==> config.mk <==
export PLATFORM = sky130hd
export DESIGN_NAME = rc4_key_search_engine_flat
export DESIGN_NICKNAME = d
export VERILOG_FILES = /design/src/rtl/rc4_key_search_engine_if.sv /design/src/rtl/rc4_key_search_engine.sv /design/src/flat_wrapper.sv
export SDC_FILE = /design/constraint.sdc
export NUM_CORES = 1
export LEC_CHECK = 0
export CORE_MARGIN = 2
export CORE_UTILIZATION = 49
export CTS_CLUSTER_SIZE = 14
export DETAILED_ROUTE_END_ITERATION = 8
export DONT_BUFFER_PORTS = 1
export PLACE_DENSITY_LB_ADDON = 0.15
export SYNTH_ARGS = -nofsm -noshare
export SYNTH_HDL_FRONTEND = slang
export SYNTH_SLANG_ARGS = --single-unit
==> constraint.sdc <==
create_clock -name clk -period 6.9 [get_ports clk]
set_input_delay 1.38 -clock clk [delete_from_list [all_inputs] [get_ports clk]]
set_output_delay 1.38 -clock clk [all_outputs]
set_load 0.02 [all_outputs]
==> src/rtl/rc4_key_search_engine_if.sv <==
// Control, status and memory-port bundle for rc4_key_search_engine.
// The engine uses the master view; the surrounding top level (or bench) uses the slave view.
interface rc4_key_search_engine_if #(
    parameter int KEY_BYTES = 3,
    parameter int MSG_AW    = 5
);
    logic                   start;
    logic                   search_en;
    logic [8*KEY_BYTES-1:0] key_lo;
    logic [8*KEY_BYTES-1:0] key_hi;
    logic [8*KEY_BYTES-1:0] key_out;
    logic                   busy;
    logic                   done;
    logic                   found;
    logic [7:0]             s_addr;
    logic [7:0]             s_data;
    logic                   s_wren;
    logic [7:0]             s_q;
    logic [MSG_AW-1:0]      rom_addr;
    logic [7:0]             rom_q;
    logic [MSG_AW-1:0]      res_addr;
    logic [7:0]             res_data;
    logic                   res_wren;

    modport master (
        input  start, search_en, key_lo, key_hi, s_q, rom_q,
        output key_out, busy, done, found, s_addr, s_data, s_wren,
               rom_addr, res_addr, res_data, res_wren
    );

    modport slave (
        output start, search_en, key_lo, key_hi, s_q, rom_q,
        input  key_out, busy, done, found, s_addr, s_data, s_wren,
               rom_addr, res_addr, res_data, res_wren
    );
endinterface

==> src/rtl/rc4_key_search_engine.sv <==
// RC4 INIT/KSA/PRGA engine stepping through a key range until the decrypted message is
// all lowercase/space. Memories are sync-read: address in state X, data used two edges later.
module rc4_key_search_engine #(
    parameter int KEY_BYTES = 3,
    parameter int MSG_LEN   = 32,
    parameter int MSG_AW    = 5
) (
    input  logic                   clk,
    input  logic                   reset_n,
    rc4_key_search_engine_if.master bus
);
    localparam int KW = 8 * KEY_BYTES;

    typedef enum logic [4:0] {
        ST_IDLE, ST_INIT,
        ST_KSA_RI, ST_KSA_WI, ST_KSA_J, ST_KSA_WJ, ST_KSA_SW1, ST_KSA_SW2,
        ST_PR_I, ST_PR_WI, ST_PR_J, ST_PR_WJ, ST_PR_SW1, ST_PR_SW2,
        ST_PR_F, ST_PR_WF, ST_PR_X, ST_FINISH
    } state_t;

    typedef struct packed {
        state_t            state;
        logic [7:0]        i;
        logic [7:0]        j;
        logic [7:0]        si;
        logic [7:0]        sj;
        logic [7:0]        kidx;
        logic [MSG_AW-1:0] k;
        logic [KW-1:0]     key;
        logic [KW-1:0]     key_hi;
        logic              search;
        logic              pass;
        logic [7:0]        s_addr;
        logic [7:0]        s_data;
        logic              s_wren;
        logic [MSG_AW-1:0] rom_addr;
        logic [MSG_AW-1:0] res_addr;
        logic [7:0]        res_data;
        logic              res_wren;
        logic              busy;
        logic              done;
        logic              found;
    } regs_t;

    regs_t      r_q;
    regs_t      w_d;
    logic [7:0] w_key_byte;
    logic [7:0] w_plain;

    function automatic logic is_printable(input logic [7:0] b);
        return ((b >= 8'h61) && (b <= 8'h7A)) || (b == 8'h20);
    endfunction

    // Key byte 0 is the most significant byte of the key.
    always_comb begin
        w_key_byte = 8'h00;
        for (int n = 0; n < KEY_BYTES; n++)
            if (int'(r_q.kidx) == n) w_key_byte = r_q.key[8*(KEY_BYTES-1-n) +: 8];
    end

    assign w_plain = bus.s_q ^ bus.rom_q;

    // NOTE: reset_n is active-high despite its name; every register, outputs included, clears to zero.
    always_ff @(posedge clk or posedge reset_n) begin
        if (reset_n) r_q <= '0;
        else         r_q <= w_d;  // NOTE: non-blocking for all sequential state
    end

    // NOTE: w_d starts as a copy of r_q so every field has a value on every path (no latches).
    always_comb begin
        w_d          = r_q;
        w_d.s_wren   = 1'b0;
        w_d.res_wren = 1'b0;
        unique case (r_q.state)
            ST_IDLE: if (bus.start) begin
                w_d.key    = bus.key_lo;
                w_d.key_hi = bus.key_hi;
                w_d.search = bus.search_en;
                w_d.busy   = 1'b1;
                w_d.done   = 1'b0;
                w_d.found  = 1'b0;
                w_d.i      = 8'd0;
                w_d.state  = ST_INIT;
            end
            ST_INIT: begin
                w_d.s_addr = r_q.i;
                w_d.s_data = r_q.i;
                w_d.s_wren = 1'b1;
                w_d.i      = r_q.i + 8'd1;
                if (r_q.i == 8'hFF) begin
                    w_d.j     = 8'd0;
                    w_d.kidx  = 8'd0;
                    w_d.state = ST_KSA_RI;
                end
            end
            ST_KSA_RI: begin
                w_d.s_addr = r_q.i;
                w_d.state  = ST_KSA_WI;
            end
            ST_KSA_WI: w_d.state = ST_KSA_J;
            ST_KSA_J: begin
                w_d.si     = bus.s_q;
                w_d.j      = r_q.j + bus.s_q + w_key_byte;
                w_d.s_addr = r_q.j + bus.s_q + w_key_byte;
                w_d.kidx   = (r_q.kidx == 8'(KEY_BYTES-1)) ? 8'd0 : r_q.kidx + 8'd1;
                w_d.state  = ST_KSA_WJ;
            end
            ST_KSA_WJ: w_d.state = ST_KSA_SW1;
            // Writing S[i] first then S[j]=old S[i] leaves S[i] intact when i==j.
            ST_KSA_SW1, ST_PR_SW1: begin
                w_d.sj     = bus.s_q;
                w_d.s_addr = r_q.i;
                w_d.s_data = bus.s_q;
                w_d.s_wren = 1'b1;
                w_d.state  = (r_q.state == ST_KSA_SW1) ? ST_KSA_SW2 : ST_PR_SW2;
            end
            ST_KSA_SW2: begin
                w_d.s_addr = r_q.j;
                w_d.s_data = r_q.si;
                w_d.s_wren = 1'b1;
                w_d.i      = r_q.i + 8'd1;
                if (r_q.i == 8'hFF) begin
                    w_d.j     = 8'd0;
                    w_d.k     = '0;
                    w_d.state = ST_PR_I;
                end else begin
                    w_d.state = ST_KSA_RI;
                end
            end
            ST_PR_I: begin
                w_d.i      = r_q.i + 8'd1;
                w_d.s_addr = r_q.i + 8'd1;
                w_d.state  = ST_PR_WI;
            end
            ST_PR_WI: w_d.state = ST_PR_J;
            ST_PR_J: begin
                w_d.si     = bus.s_q;
                w_d.j      = r_q.j + bus.s_q;
                w_d.s_addr = r_q.j + bus.s_q;
                w_d.state  = ST_PR_WJ;
            end
            ST_PR_WJ: w_d.state = ST_PR_SW1;
            ST_PR_SW2: begin
                w_d.s_addr = r_q.j;
                w_d.s_data = r_q.si;
                w_d.s_wren = 1'b1;
                w_d.state  = ST_PR_F;
            end
            ST_PR_F: begin
                w_d.s_addr   = r_q.si + r_q.sj;
                w_d.rom_addr = r_q.k;
                w_d.state    = ST_PR_WF;
            end
            ST_PR_WF: w_d.state = ST_PR_X;
            ST_PR_X: begin
                w_d.res_addr = r_q.k;
                w_d.res_data = w_plain;
                w_d.res_wren = 1'b1;
                if (r_q.search && !is_printable(w_plain)) begin
                    // A >= test also covers key_lo > key_hi: only key_lo is tried.
                    if (r_q.key >= r_q.key_hi) begin
                        w_d.pass  = 1'b0;
                        w_d.state = ST_FINISH;
                    end else begin
                        w_d.key   = r_q.key + 1'b1;
                        w_d.i     = 8'd0;
                        w_d.state = ST_INIT;
                    end
                end else if (r_q.k == MSG_AW'(MSG_LEN-1)) begin
                    w_d.pass  = 1'b1;
                    w_d.state = ST_FINISH;
                end else begin
                    w_d.k     = r_q.k + 1'b1;
                    w_d.state = ST_PR_I;
                end
            end
            ST_FINISH: begin
                w_d.busy  = 1'b0;
                w_d.done  = 1'b1;
                w_d.found = r_q.pass;
                w_d.state = ST_IDLE;
            end
            default: w_d.state = ST_IDLE;
        endcase
    end

    assign bus.key_out  = r_q.key;
    assign bus.busy     = r_q.busy;
    assign bus.done     = r_q.done;
    assign bus.found    = r_q.found;
    assign bus.s_addr   = r_q.s_addr;
    assign bus.s_data   = r_q.s_data;
    assign bus.s_wren   = r_q.s_wren;
    assign bus.rom_addr = r_q.rom_addr;
    assign bus.res_addr = r_q.res_addr;
    assign bus.res_data = r_q.res_data;
    assign bus.res_wren = r_q.res_wren;
endmodule

==> src/flat_wrapper.sv <==
// flat-port wrapper written by rule: the top's interface ports become plain ports
module rc4_key_search_engine_flat 
#(
    parameter int KEY_BYTES = 3,
    parameter int MSG_LEN   = 32,
    parameter int MSG_AW    = 5
)
  (clk, reset_n, bus_start, bus_search_en, bus_key_lo, bus_key_hi, bus_s_q, bus_rom_q, bus_key_out, bus_busy, bus_done, bus_found, bus_s_addr, bus_s_data, bus_s_wren, bus_rom_addr, bus_res_addr, bus_res_data, bus_res_wren);
  rc4_key_search_engine_if #(.KEY_BYTES(KEY_BYTES), .MSG_AW(MSG_AW)) bus_i ();
  input  logic clk;
  input  logic reset_n;
  input wire logic [$bits(bus_i.start)-1:0] bus_start;
  input wire logic [$bits(bus_i.search_en)-1:0] bus_search_en;
  input wire logic [$bits(bus_i.key_lo)-1:0] bus_key_lo;
  input wire logic [$bits(bus_i.key_hi)-1:0] bus_key_hi;
  input wire logic [$bits(bus_i.s_q)-1:0] bus_s_q;
  input wire logic [$bits(bus_i.rom_q)-1:0] bus_rom_q;
  output wire logic [$bits(bus_i.key_out)-1:0] bus_key_out;
  output wire logic [$bits(bus_i.busy)-1:0] bus_busy;
  output wire logic [$bits(bus_i.done)-1:0] bus_done;
  output wire logic [$bits(bus_i.found)-1:0] bus_found;
  output wire logic [$bits(bus_i.s_addr)-1:0] bus_s_addr;
  output wire logic [$bits(bus_i.s_data)-1:0] bus_s_data;
  output wire logic [$bits(bus_i.s_wren)-1:0] bus_s_wren;
  output wire logic [$bits(bus_i.rom_addr)-1:0] bus_rom_addr;
  output wire logic [$bits(bus_i.res_addr)-1:0] bus_res_addr;
  output wire logic [$bits(bus_i.res_data)-1:0] bus_res_data;
  output wire logic [$bits(bus_i.res_wren)-1:0] bus_res_wren;
  assign bus_i.start = bus_start;
  assign bus_i.search_en = bus_search_en;
  assign bus_i.key_lo = bus_key_lo;
  assign bus_i.key_hi = bus_key_hi;
  assign bus_i.s_q = bus_s_q;
  assign bus_i.rom_q = bus_rom_q;
  assign bus_key_out = bus_i.key_out;
  assign bus_busy = bus_i.busy;
  assign bus_done = bus_i.done;
  assign bus_found = bus_i.found;
  assign bus_s_addr = bus_i.s_addr;
  assign bus_s_data = bus_i.s_data;
  assign bus_s_wren = bus_i.s_wren;
  assign bus_rom_addr = bus_i.rom_addr;
  assign bus_res_addr = bus_i.res_addr;
  assign bus_res_data = bus_i.res_data;
  assign bus_res_wren = bus_i.res_wren;
  rc4_key_search_engine #(.KEY_BYTES(KEY_BYTES), .MSG_LEN(MSG_LEN), .MSG_AW(MSG_AW)) u_core (.clk(clk), .reset_n(reset_n), .bus(bus_i));
endmodule
==> flow_metrics.py <==
metrics = {
    "floorplanning": {
        "core_area_um2": 18100,
        "die_w_um": 140,
        "die-area_um2": 19700,
        "initial_core_util_pct": 50.3,
        "rows": 49,
        "die_y_um": 140,
        "ios": 131,
    },
    "drt": {
        "ant_nets": 0,
        "vias": 7339,
        "route.detailed.drc": 0,
        "wl_um": 24100,
        "dr.pass1.iters": 5,
        "via_per_inst": 6.12,
        "post_drt_wl_per_cell_um": 20.1,
        "drt_iter0_drc": 783,
    },
    "worst_hold_path": {
        "hold_path.class": "reg -> reg",
    },
    "grt": {
        "grt_pass1_vias": 6877,
        "antenna_found_initial": 1,
        "grt_max_degree": 83,
        "grt_pass1_wl_um": 38800,
        "grt_usage_pct": 25.1,
        "grt_overflow": 0,
    },
    "final_layout": {
        "drive_gt1_share_pct": 7.43,
        "fin_cells": 1199,
        "regArea_um2": 3480,
        "synthToLayoutAreaGrowth_pct": 2.89,
        "fin_nets": 1081,
        "fillCellCount": 1740,
        "multi_input_area_um2": 4780,
    },
    "place": {
        "post-place-ws_ns": 2.81,
        "post-place-cells": 1167,
        "numPortBuffers": 0,
        "gp_congestion": 0.897,
        "dp_hpwl_um": 17300,
    },
    "timing": {
        "max_clock_freq_ghz": 0.263,
        "rsz0062_at_grt": "no",
        "fin_ws_ns": 3.10,
        "period_minus_slack_ns": 3.80,
        "whs_ns": 0.482,
        "worst_clock_skew_ns": 0.0115,
        "fin_crit_sh_pct": 55.1,
        "maxSlewHeadroom_pct": 27.9,
        "setup-violations-final": 0,
        "worst_pin_slew_ns": 1.08,
        "hold_violations": 0,
        "slew_violations": 0,
        "tns_ns": 0,
    },
    "clock_tree": {
        "cts_hold_buf": 0,
        "clock-sinks": 139,
        "clock_path_buffers": 2,
        "cts_max_level": 4,
        "clkSlewWorstSetupHoldPaths_ns": 0.06,
        "clock_latency_ns": 0.43,
        "cts_tree": "built",
        "cts_setup_buffers": 0,
        "clock-root-buffer": "clkbuf_16",
        "cts_made_buffers": 17,
        "ctsResizeCount": 0,
    },
    "critical_path": {
        "crit_arrival_ns": 4.14,
        "worst-path-max-fanout": 7,
        "worstPathRequired_ns": 7.24,
        "worst_setup_path_end_kind": "flip-flop",
        "crit_type": "reg -> reg",
        "critPathLaunchType": "flip-flop",
    },
    "yosys": {
        "synth_warnings": 0,
        "ys_ff_latch": 139,
        "synth_top_cells_by_area": "dfrtp_1 38%, ha_1 7.3%, nand2_1 6.3%",
        "syn_nets": 1167,
        "synthFlopType": "dfrtp_1",
        "yosys.area_share.simple_pct": 18.2,
        "synthMuxAreaShare_pct": 2.30,
        "synth_top_family_by_area": "compound AO/OA/AOI/OAI gates",
        "synth.distinct_cells": 75,
        "yosysSeqAreaShare_pct": 38.3,
        "synth_top_area_share_pct": 38.3,
        "yosys.area.top_type": "dfrtp_1",
        "synth_cells": 1043,
        "synth_edf_count": 0,
        "synthArstFlopShare_pct": 100,
        "synth_xor_area_share_pct": 3.91,
        "synth_compound_area_share_pct": 20.1,
        "syn_area_um2": 9090,
        "syn_area_per_cell_um2": 8.72,
        "synthAdderAreaFrac_pct": 7.96,
    },
    "run": {
        "maxCapViolations": 0,
    },
    "power_and_ir_drop": {
        "irDropWorstVdd_mv": 0.252,
        "p_leak_uw": 0.00422,
        "power.density_nw_per_um2": 534,
    },
    "outcome": {
        "status": "completed",
    },
}
-- where the power goes --
group | switching [uW] | internal, uW
clock network | 362 | 575
logic | 1370 | 962
registers | 583 | 1140
total | 2320 | 2680
-- sequential cells by signal, indices dropped and copies added (netlist names) --
name                 flops
u_core.r_q              76
u_core.bus.key_out      24
u_core.bus.res_data      8
u_core.bus.s_addr        8
u_core.bus.s_data        8
u_core.bus.res_addr      5
u_core.bus.rom_addr      5
u_core.bus.busy          1
u_core.bus.done          1
u_core.bus.found         1
u_core.bus.res_wren      1
u_core.bus.s_wren        1
-- metal layers --
metal | vias up | share of wire [%] | global-route usage, %
met3 | 28 | 7.5 | 5.81
met4 | 0 | 1.3 | 6.86
met2 | 248 | 44 | 37.7
met5 | - | 0 | 0
li1 | 3525 | - | -
met1 | 3538 | 47 | 36.6
-- cell usage in the layout (no fill, tap or decap), drive strengths merged, types with 14 or more instances in the layout --
cell	count
dfrtp	139
and3	21
nand3	40
inv	48
a31oi	17
xnor2	20
clkbuf	20
nand2	154
o21ai	75
a22oi	14
a21oi	67
xor2	18
ha	53
nor2	67
mux2	15
nor3	20
-- path summary, 6_finish.rpt --
check | from | to | slack (ns) | cells past startpoint
max in group asynchronous | reset_n | u_core.bus.s_addr[4] | 4.71 | 2
min reg2reg | u_core.r_q[41] | u_core.r_q[41] | 0.48 | 2
max | u_core.r_q[98] | u_core.bus.s_addr[7] | 3.10 | 13
max reg2reg | u_core.r_q[98] | u_core.bus.s_addr[7] | 3.10 | 13
min | u_core.r_q[41] | u_core.r_q[41] | 0.48 | 2
min in group asynchronous | reset_n | u_core.bus.res_data[0] | 0.95 | 1
-- worst max-delay path, cell delays in order (launching register included) --
cell      delay (ns)
dfrtp_1         0.41
or4_1           0.53
nor3_1          0.39
and3b_1         0.37
a22oi_1         0.13
a21oi_1         0.33
ha_1            0.29
a21oi_1         0.17
o211ai_1        0.15
o41ai_1         0.37
xor2_1          0.21
xnor2_1         0.13
nand2_1         0.08
a21oi_1         0.16
-- synthesized netlist by cell type, types with 14 or more instances --
cell type and n:
xor2_1 18, a22oi_1 14, xnor2_1 17, mux2_2 15, a31oi_1 16, o21ai_0 74
inv_1 47, dfrtp_1 139, nor3_1 19, clkbuf_1 29, and3_1 21, nand3_1 40
ha_1 53, nor2_1 66, nand2_1 153, buf_4 58, a21oi_1 66
-- per-stage QoR --
step	power [uW]	area [um2]	util (%)
6_report	4990	9350	51.7
5_1_grt	5410	9350	51.7
4_1_cts	5000	9350	51.7
3_5_place_dp	4050	8760	48.4
3_3_place_gp	4020	8760	48.4
2_1_floorplan	3640	9090	-
-- area by class of cell --
cell class | count | share of cell area (%)
Clock buffer | 20 | 4.78
Tap cell | 229 | 3.06
Sequential cell | 139 | 37.2
Multi-Input combinational cell | 747 | 51.1
Clock inverter | 11 | 1.55
Timing Repair Buffer | 4 | 0.321
Inverter | 48 | 1.98
Antenna cell | 1 | 0.0268
-- kinds of logic after synthesis --
group | Yosys count
simple gates | 358
compound gates | 276
buf+inv | 157
flops | 139
fa+ha+maj | 56
xor+xnor | 38
mux | 19
(Power assumes the default switching activity.)
